`config.mk`:
```
export PLATFORM = sky130hd
export DESIGN_NAME = bulb_bank_controller
export DESIGN_NICKNAME = d
export VERILOG_FILES = /design/src/rtl/bulb_bank_controller.sv
export SDC_FILE = /design/constraint.sdc
export NUM_CORES = 1
export LEC_CHECK = 0
export ABC_AREA = 1
export CAP_MARGIN = 20
export CORE_MARGIN = 1.5
export CORE_UTILIZATION = 30
export DETAILED_ROUTE_END_ITERATION = 12
export GPL_ROUTABILITY_DRIVEN = 0
export GPL_TIMING_DRIVEN = 0
export SLEW_MARGIN = 20
export SYNTH_ARGS = -nofsm -noshare
export SYNTH_HDL_FRONTEND = slang
export SYNTH_SLANG_ARGS = --single-unit
```
`constraint.sdc`:
```
create_clock -name clk -period 2.51 [get_ports clk]
set_input_delay 0.3765 -clock clk [delete_from_list [all_inputs] [get_ports clk]]
set_output_delay 0.3765 -clock clk [all_outputs]
set_load 0.02 [all_outputs]
```
`src/rtl/bulb_bank_controller.sv`:
```
// bulb_bank_controller
//   A master switch plus a binary select drives a bank of NUM_BULBS one-hot lamp outputs.
//   The raw master switch is debounced. A registered OFF / STATIC / CHASE state machine
//   chooses the lit bulb. A select code that names no bulb is flagged on sel_err.
//
//   Optional feature macro: BULB_PWM_DIM_EN
//     defined   -> adds the dim_level port and a free-running PWM counter. The lit bulb is
//                  on while pwm_cnt < dim_level.
//     undefined -> no dim_level port and no PWM counter. The selected bulb is fully on.
//
//   There is no valid/ready handshake on this block. sel_in and mode_in are sampled on
//   every rising edge. The outputs are registered, apart from the optional PWM gating.
module bulb_bank_controller #(
    parameter int NUM_BULBS    = 4,
    parameter int SEL_W        = 2,
    parameter int DEBOUNCE_CYC = 4,
    parameter int CHASE_DIV    = 8,
    parameter int PWM_W        = 4
) (
    input  logic                 clk,
    input  logic                 rst,
    input  logic                 master_in,
    input  logic [SEL_W-1:0]     sel_in,
    input  logic                 mode_in,
`ifdef BULB_PWM_DIM_EN
    input  logic [PWM_W-1:0]     dim_level,
`endif
    output logic [NUM_BULBS-1:0] bulbs,
    output logic [SEL_W-1:0]     active_idx,
    output logic                 sel_err,
    output logic [1:0]           state
);

    // State encoding. This is also the external debug encoding on the state port.
    localparam logic [1:0] ST_OFF    = 2'b00;
    localparam logic [1:0] ST_STATIC = 2'b01;
    localparam logic [1:0] ST_CHASE  = 2'b10;

    // Counter widths are sized so that a count of 1 still gets a 1-bit counter.
    localparam int DB_W = $clog2(DEBOUNCE_CYC + 1);
    localparam int CH_W = $clog2(CHASE_DIV + 1);

    localparam logic [DB_W-1:0]  DB_LAST   = DB_W'(DEBOUNCE_CYC - 1);
    localparam logic [CH_W-1:0]  CH_LAST   = CH_W'(CHASE_DIV - 1);
    localparam logic [SEL_W-1:0] LAST_IDX  = SEL_W'(NUM_BULBS - 1);

    // The count is one bit wider than sel_in. The range compare then stays meaningful
    // even when NUM_BULBS == 2**SEL_W.
    localparam logic [SEL_W:0]   BULB_CNT  = (SEL_W + 1)'(NUM_BULBS);

    // The PWM width only matters when dimming is built in. An out-of-range width is
    // made visible as a named, empty scope in the elaborated hierarchy.
    if (PWM_W < 1) begin : g_pwm_w_out_of_range
    end

    // Debouncer state.
    logic            master_db;
    logic [DB_W-1:0] db_cnt;

    // FSM and datapath registers, each with its next-value signal.
    logic [1:0]           state_d;
    logic [SEL_W-1:0]     idx_d;
    logic [NUM_BULBS-1:0] lamp_q;
    logic [NUM_BULBS-1:0] lamp_d;
    logic                 err_d;
    logic [CH_W-1:0]      chase_cnt;
    logic [CH_W-1:0]      chase_d;

    // Select decode helpers.
    logic                 sel_valid;
    logic [SEL_W-1:0]     chase_start;
    logic [SEL_W-1:0]     idx_step;

    // One-hot decode of a bulb index.
    function automatic logic [NUM_BULBS-1:0] one_hot(input logic [SEL_W-1:0] i);
        return {{(NUM_BULBS-1){1'b0}}, 1'b1} << i;
    endfunction

    // A select is usable only if it names an existing bulb.
    assign sel_valid   = {1'b0, sel_in} < BULB_CNT;

    // CHASE starts at the selected bulb, or at bulb 0 when the select is out of range.
    assign chase_start = sel_valid ? sel_in : '0;

    // Next bulb in the chase, wrapping from the last bulb back to bulb 0.
    assign idx_step    = (active_idx == LAST_IDX) ? '0 : active_idx + 1'b1;

    // Debounce: master_db flips only after DEBOUNCE_CYC consecutive differing samples.
    always_ff @(posedge clk) begin
        if (rst) begin
            master_db <= 1'b0;
            db_cnt    <= '0;
        end else if (master_in != master_db) begin
            if (db_cnt == DB_LAST) begin
                master_db <= ~master_db;
                db_cnt    <= '0;
            end else begin
                db_cnt <= db_cnt + 1'b1;
            end
        end else begin
            db_cnt <= '0;
        end
    end

    // Next-state logic. A falling master_db wins over any mode change.
    always_comb begin
        state_d = state;
        case (state)
            ST_OFF: begin
                if (master_db) begin
                    state_d = mode_in ? ST_CHASE : ST_STATIC;
                end
            end
            ST_STATIC: begin
                if (!master_db) begin
                    state_d = ST_OFF;
                end else if (mode_in) begin
                    state_d = ST_CHASE;
                end
            end
            ST_CHASE: begin
                if (!master_db) begin
                    state_d = ST_OFF;
                end else if (!mode_in) begin
                    state_d = ST_STATIC;
                end
            end
            default: state_d = ST_OFF;
        endcase
    end

    // Datapath next values. They follow the state being entered, so the bulbs change
    // on the same edge as the state does.
    always_comb begin
        idx_d   = active_idx;
        lamp_d  = lamp_q;
        err_d   = sel_err;
        chase_d = chase_cnt;
        case (state_d)
            ST_OFF: begin
                // The index is held so that it stays observable while the bank is dark.
                lamp_d  = '0;
                err_d   = 1'b0;
                chase_d = '0;
            end
            ST_STATIC: begin
                chase_d = '0;
                if (sel_valid) begin
                    idx_d  = sel_in;
                    lamp_d = one_hot(sel_in);
                    err_d  = 1'b0;
                end else begin
                    // An invalid select darkens the bank. active_idx keeps the last valid value.
                    lamp_d = '0;
                    err_d  = 1'b1;
                end
            end
            ST_CHASE: begin
                err_d = 1'b0;
                if (state != ST_CHASE) begin
                    idx_d   = chase_start;
                    lamp_d  = one_hot(chase_start);
                    chase_d = '0;
                end else if (chase_cnt == CH_LAST) begin
                    idx_d   = idx_step;
                    lamp_d  = one_hot(idx_step);
                    chase_d = '0;
                end else begin
                    lamp_d  = one_hot(active_idx);
                    chase_d = chase_cnt + 1'b1;
                end
            end
            default: begin
                lamp_d  = '0;
                err_d   = 1'b0;
                chase_d = '0;
            end
        endcase
    end

    // FSM and datapath registers. The synchronous reset overrides any state, including CHASE.
    always_ff @(posedge clk) begin
        if (rst) begin
            state      <= ST_OFF;
            active_idx <= '0;
            lamp_q     <= '0;
            sel_err    <= 1'b0;
            chase_cnt  <= '0;
        end else begin
            state      <= state_d;
            active_idx <= idx_d;
            lamp_q     <= lamp_d;
            sel_err    <= err_d;
            chase_cnt  <= chase_d;
        end
    end

`ifdef BULB_PWM_DIM_EN
    logic [PWM_W-1:0] pwm_cnt;

    // Free-running PWM counter. It wraps naturally at 2**PWM_W.
    always_ff @(posedge clk) begin
        if (rst) begin
            pwm_cnt <= '0;
        end else begin
            pwm_cnt <= pwm_cnt + 1'b1;
        end
    end

    // The lit bulb is on for dim_level out of every 2**PWM_W cycles. dim_level == 0 keeps it dark.
    assign bulbs = lamp_q & {NUM_BULBS{pwm_cnt < dim_level}};
`else
    assign bulbs = lamp_q;
`endif

endmodule

```
==> flow_summary_export.csv, run 1 <==
group,metric,value,unit
run_status,run_status,"complete, no violations",
sta,report.final.hold_viol_count,0,
synth,synth_sequential_area_ratio,0.377,
sta,worst_slack,803,ps
sta,final_max_slew_viol_count,0,
critical_path,worst_stage_delay_on_the_critical_path,370,ps
clock_tree,post_cts.resized_instances,0,
die,row_count,19,
finish,final-instance-count-excl-fill,162,
routing,drt_pre_antenna_iters,4,
clock_tree,ctsHtreeMaxLevel,1,
critical_path,path_common_cell,"sky130_fd_sc_hd__inv_1",
placement,dp_hpwl,1230,um
critical_path,rr_worst_depth,12,
finish,syn2layout_area_growth,22.5,%
critical_path,setup.worst_path.start_class,"flop",
sta,fmaxAchievable,586,MHz
critical_path,worst-endpoint-required,2690,ps
critical_path,crit_slowest_cell,"sky130_fd_sc_hd__dfxtp_1",
synth,synth_area_per_cell,7.39,sq um
synth,yosys_warnings,0,
pwr,power_per_cell_area,403,nW/um^2
finish,fin_util,0.384,
routing,via_count,726,
die,floorplan.core_area,2710,sq um
clock_tree,clock_tree.root_cell,"sky130_fd_sc_hd__clkbuf_4",
sta,final.period_utilization,0.680,
sta,final-setup-viol-count,0,
synth,ys_seq_elements,16,
placement,preCtsSetupSlack,592,ps
critical_path,r2r_setup_slack,800,ps
sta,setup_repair_after_global_routing_missed_its_margin,"false",
die,die_x,56.2,um
min_path,timing.hold.worst_path_depth,1,
clock_tree,clk_path_buf_depth,2,
routing,drt_wl_total,1470,um
critical_path,path_buf_inv,4,
clock_tree,post-cts-setup-buffers,0,
synth,synth_fp_nets,127,
critical_path,timing.critical_path.max_delay_family,"simple AND/OR/NAND/NOR gates",
critical_path,worst-setup-path-type,"reg2reg",
routing,drtIter0Drc,5,
clock_tree,worstSkewPairLatency,280,ps
routing,routed_via_density,4.48,
routing,avgRoutedWirePerCell,9.05,um
clock_tree,clkSlewWorstSetupHoldPaths,90,ps
placement,cells_after_dpl,159,
clock_tree,cts_tree,"yes",
placement,io_buffers,13,
die,ios,15,
critical_path,crit_path_cell_trace,"inv_1, a21oi_1, inv_1, nor2_1, inv_1, ha_1, inv_1, nand2_1, o21ai_2, nand2_1, nand2_1, nor2_1",
min_path,hold_path_startpoint,"db_cnt[0]",
min_path,hold_end,"db_cnt[0]",
min_path,min-delay-path-class,"reg2reg",
clock_tree,cts.sink_count,16,
critical_path,rr_endpoint,"active_idx[0]",
clock_tree,cts_inserted_buffers,3,
sta,min_period,1710,ps
global_route,global_route.overflow_total,0,
routing,post-route-drc-count,0,
finish,num-nets-final,145,
global_route,first_global_vias,679,
clock_tree,ctsHoldBuffers,0,
critical_path,arrival,1880,ps
pwr,power,0.419,mW
finish,post_route_cells_drive_above_1_share,0.137,
global_route,grt_start_max_net_pins,9,
synth,synthCells,115,
die,start_util,0.313,
sta,fin_worst_skew,7.72,ps
die,dieArea,3160,sq um
critical_path,launching_point_of_the_worst_reg2reg_path,"master_db",
critical_path,timing.critical_path.fanout_max,5,
global_route,grt_pass1_wl,2520,um
synth,syn_area,850,sq um
flow_run,drv.max_cap_violation_count,0,
global_route,antenna_violations_before_repair,0,
routing,ant_nets,0,
finish,num_antenna_cells,0,
pwr,power.ir.vdd_worst,0.233,mV
sta,totalNegativeSetupSlack,0,ps
synth,yosys.cell_types.count,21,
pwr,power.static_leakage,0.416,nW
critical_path,cp-end-kind,"flop",
die,floorplan.die.height,56.2,um
global_route,grt_use_total,0.0999,
[worst max path at each step]
stage | to | depth (start not counted) | slack (ps) | startpoint
2_1_floorplan | active_idx[0] | 11 | 960 | state[1]
3_3_place_gp | active_idx[1] | 10 | 610 | mode_in
3_5_place_dp | active_idx[0] | 10 | 590 | mode_in
4_1_cts | active_idx[0] | 1 | 810 | active_idx[0]
5_1_grt | active_idx[1] | 12 | 590 | master_db
6_report | active_idx[0] | 12 | 800 | master_db
[stage by stage]
step,instance area (sq um),hold WS [ps]
global route,1040,457
CTS,1040,426
finish,1040,421
detailed placement,1020,413
global placement,1020,407
floorplan,850,399
[state kept, by name, summed over array words and instances (netlist names)]
name,count
active_idx,2
bulbs,4
master_db,1
chase_cnt,4
db_cnt,3
state,2
[routing by layer]
metal	routed length (um)	global-route usage	up-vias
met2	699	0.166	11
met3	59	0.0256	0
li1	-	-	391
met1	707	0.119	324
met4	0	0.0476	0
met5	0	0	-
[cells in the mapped netlist (all sizes together)]
library cell  instances  area [sq um]
o31ai                 1          7.51
dfxtp                16           320
nand2                23          93.8
buf                   1          7.51
inv                  21          78.8
xor2                  1          8.76
nand3                11          65.1
ha                    6          75.1
o21ai                 4          23.8
nor2                 20          87.6
a21oi                 6          45.0
nor3b                 1          12.5
nand4                 2          12.5
conb                  1          3.75
o211ai                1          7.51
[power by group]
group	leakage, nW	switching [mW]	internal (mW)
clock network	0.0138	0.0769	0.0556
registers	0.129	0.00117	0.256
logic	0.273	0.0163	0.0134
total	0.416	0.0943	0.325
[cell type report]
cell class	instances	area, sq um
buffer	1	7.51
sequential	16	320
tap	31	38.8
inverter	21	78.8
clock buffer	3	22.5
multi-input combinational	77	443
fill	286	1670
timing repair buffer	13	130
[cells in the final DEF (no fill, tap or decap), types with 3 or more instances in the layout]
cell type / instances
sky130_fd_sc_hd__a21oi_2: 4
sky130_fd_sc_hd__ha_1: 6
sky130_fd_sc_hd__nand2_2: 3
sky130_fd_sc_hd__nand3_1: 9
sky130_fd_sc_hd__clkbuf_4: 3
sky130_fd_sc_hd__dfxtp_1: 16
sky130_fd_sc_hd__nand2_1: 20
sky130_fd_sc_hd__o21ai_0: 3
sky130_fd_sc_hd__clkdlybuf4s50_1: 13
sky130_fd_sc_hd__inv_1: 21
sky130_fd_sc_hd__nor2_1: 17
[logic make-up after synthesis]
| group | count (synthesis) | synth area share |
|---|---|---|
| buffers and inverters | 22 | 0.102 |
| other | 1 | 0.00441 |
| flip-flops | 16 | 0.377 |
| adder cells (fa/ha/maj) | 6 | 0.0884 |
| AND/OR/NAND/NOR | 57 | 0.320 |
| XOR/XNOR | 1 | 0.0103 |
| AO/OA/AOI/OAI | 12 | 0.0987 |
[worst register-to-register path, stage by stage (launching register included)]
cell and delay [ps]:
sky130_fd_sc_hd__dfxtp_1 370, sky130_fd_sc_hd__inv_1 70, sky130_fd_sc_hd__a21oi_1 120, sky130_fd_sc_hd__inv_1 70, sky130_fd_sc_hd__nor2_1 130, sky130_fd_sc_hd__inv_1 80
sky130_fd_sc_hd__ha_1 220, sky130_fd_sc_hd__inv_1 110, sky130_fd_sc_hd__nand2_1 150, sky130_fd_sc_hd__o21ai_2 130, sky130_fd_sc_hd__nand2_1 70, sky130_fd_sc_hd__nand2_1 60
sky130_fd_sc_hd__nor2_1 40
No activity file was read; power rests on OpenSTA's default activity.
==> run 2: changes to the inputs <==
clock period = 1.49 ns   (was 2.51 ns; I/O delays follow)
==> run 2 against run 1 <==
Maximum frequency is 14% higher. Non-clock buffer count grew 1. Register-to-register slack lost 810 ps. Clock power grew 120%. Critical endpoint is now chase_cnt[2]. Clock skew shrank 4.1 ps. First-iteration DRC count grew to 2.6 times the previous value. Global-route usage grew 2.0 points. Hold slack better by 7.2 ps. Combinational power up 87%. Setup slack lost 810 ps. Final area grew 8.9%. The run now ends with negative setup slack left.
==> flow_summary_export.csv, run 2 (synthesized netlist as in run 1, its figures left out) <==
group,metric,value,unit
run_status,run_status,"finished with violations",
run_status,failed_checks,"negative setup slack",
flow_run,drv.max_cap_violation_count,0,
finish,syn2layout_area_growth,33.4,%
sta,report.final.hold_viol_count,0,
sta,fin_worst_skew,3.64,ps
sta,final.period_utilization,1.00,
routing,via_count,751,
routing,ant_nets,0,
global_route,first_global_vias,767,
global_route,grt_start_max_net_pins,10,
die,ios,15,
placement,dpl_cell_area,1020,sq um
finish,layout.area.seq,324,sq um
clock_tree,cts_tree,"yes",
pwr,power_per_cell_area,691,nW/um^2
routing,post-route-drc-count,0,
global_route,grt_pass1_wl,2990,um
critical_path,rr_worst_depth,9,
sta,final-setup-viol-count,1,
finish,num_antenna_cells,0,
finish,finalInstanceArea,1130,sq um
finish,mostFrequentLayoutCell,"sky130_fd_sc_hd__nand2_1",
die,row_count,19,
placement,dp_hpwl,1250,um
clock_tree,clock_tree.root_cell,"sky130_fd_sc_hd__clkbuf_4",
pwr,power.static_leakage,0.454,nW
routing,drt_pre_antenna_iters,4,
clock_tree,worstSkewPairLatency,290,ps
global_route,antenna_violations_before_repair,0,
clock_tree,cts.sink_count,16,
finish,layout.filler_cells,281,
placement,io_buffers,13,
clock_tree,clk_path_buf_depth,2,
critical_path,setup.worst_path.start_class,"flop",
die,floorplan.die.height,56.2,um
sta,setup_repair_after_global_routing_missed_its_margin,"true",
routing,drt_wl_total,1650,um
critical_path,worst-setup-path-type,"reg2reg",
pwr,power.ir.vdd_worst,0.444,mV
routing,routed_via_density,4.58,
sta,final_max_slew_viol_count,0,
die,dieArea,3160,sq um
critical_path,timing.critical_path.fanout_max,6,
die,start_util,0.313,
critical_path,cp-end-kind,"flop",
routing,drtIter0Drc,13,
clock_tree,ctsHtreeMaxLevel,1,
finish,num-nets-final,146,
sta,fmaxAchievable,669,MHz
min_path,min-delay-path-class,"reg2reg",
sta,worst_slack,-5.80,ps
sta,min_period,1500,ps
min_path,timing.hold.worst_path_depth,1,
die,floorplan.core_area,2710,sq um
finish,most-common-layout-cells,"sky130_fd_sc_hd__nand2_1 (18), sky130_fd_sc_hd__inv_1 (16), sky130_fd_sc_hd__dfxtp_1 (13), sky130_fd_sc_hd__nor2_1 (11)",
critical_path,worst-endpoint-required,1720,ps
global_route,global_route.overflow_total,0,
global_route,grt_use_total,0.120,
die,die_x,56.2,um
clock_tree,ctsHoldBuffers,0,
critical_path,arrival,1730,ps
finish,fin_util,0.418,
routing,avgRoutedWirePerCell,10.1,um
clock_tree,cts_inserted_buffers,3,
finish,multi_input_comb_area,513,sq um
finish,post_route_cells_drive_above_1_share,0.293,
clock_tree,clkSlewWorstSetupHoldPaths,100,ps
run 2: changes by cell type in the layout (fill, tap and decap cells not counted), moves of 3 or more:
cell,previous run,this run
sky130_fd_sc_hd__clkdlybuf4s50_1,13,9
sky130_fd_sc_hd__dfxtp_1,16,13
sky130_fd_sc_hd__dfxtp_2,0,3
sky130_fd_sc_hd__dlygate4sd2_1,0,4
sky130_fd_sc_hd__inv_1,21,16
sky130_fd_sc_hd__inv_2,0,4
sky130_fd_sc_hd__nor2_1,17,11
sky130_fd_sc_hd__nor2_2,2,6
run 2: worst max-delay path, stage by stage (launching register included):
cell                      delay [ps]
sky130_fd_sc_hd__dfxtp_2         350
sky130_fd_sc_hd__inv_2            40
sky130_fd_sc_hd__a21oi_2         110
sky130_fd_sc_hd__inv_2            70
sky130_fd_sc_hd__nor2_4          140
sky130_fd_sc_hd__ha_4            160
sky130_fd_sc_hd__inv_4            40
sky130_fd_sc_hd__nor2_4          220
sky130_fd_sc_hd__nand3_4         140
sky130_fd_sc_hd__nor3b_2         160
run 2: per-stage QoR:
stage / setup slack, ps / power, mW / setup TNS [ps] / std cells / hold WS, ps
floorplan: 6.11 / 0.469 / 0 / 115 / 296
global placement: -204 / 0.492 / -1560 / 159 / 408
global route: -122 / 0.819 / -768 / 164 / 449
finish: -5.80 / 0.783 / -5.80 / 164 / 429
CTS: -5.24 / 0.796 / -5.24 / 164 / 431
detailed placement: -244 / 0.493 / -1900 / 159 / 412
run 2: final cells by class:
type	count	share of cell area
buffer	1	0.00662
clock buffer	4	0.0320
tap	31	0.0342
inverter	21	0.0717
sequential	16	0.286
multi-input combinational	77	0.453
timing repair buffer	14	0.117
run 2: final timing paths:
check / start / endpoint / slack (ps)
setup reg to reg: master_db / chase_cnt[2] / -6
hold reg to reg: db_cnt[0] / db_cnt[0] / 430
setup / recovery: master_db / chase_cnt[2] / -6
hold / removal: db_cnt[0] / db_cnt[0] / 430
run 2: where the power goes:
part	total (mW)	internal, mW	switching (mW)
clock	0.294	0.149	0.145
combinational	0.0556	0.0241	0.0315
sequential	0.433	0.431	0.00214
run 2: per-layer routing:
layer,GRT usage,wire (um),part of all wire,vias up
li1,-,-,-,399
met1,0.122,666,0.40,330
met2,0.213,872,0.53,20
met3,0.0535,106,0.064,2
met4,0.0442,8,0.0048,0
met5,0,0,0,-
run 2: repair_timing:
item                                    in CTS  in global routing
resized for setup                           12                 17
endpoints found under the setup margin      14                 10
pin swaps                                    3                  7
setup buffers                                1                  0
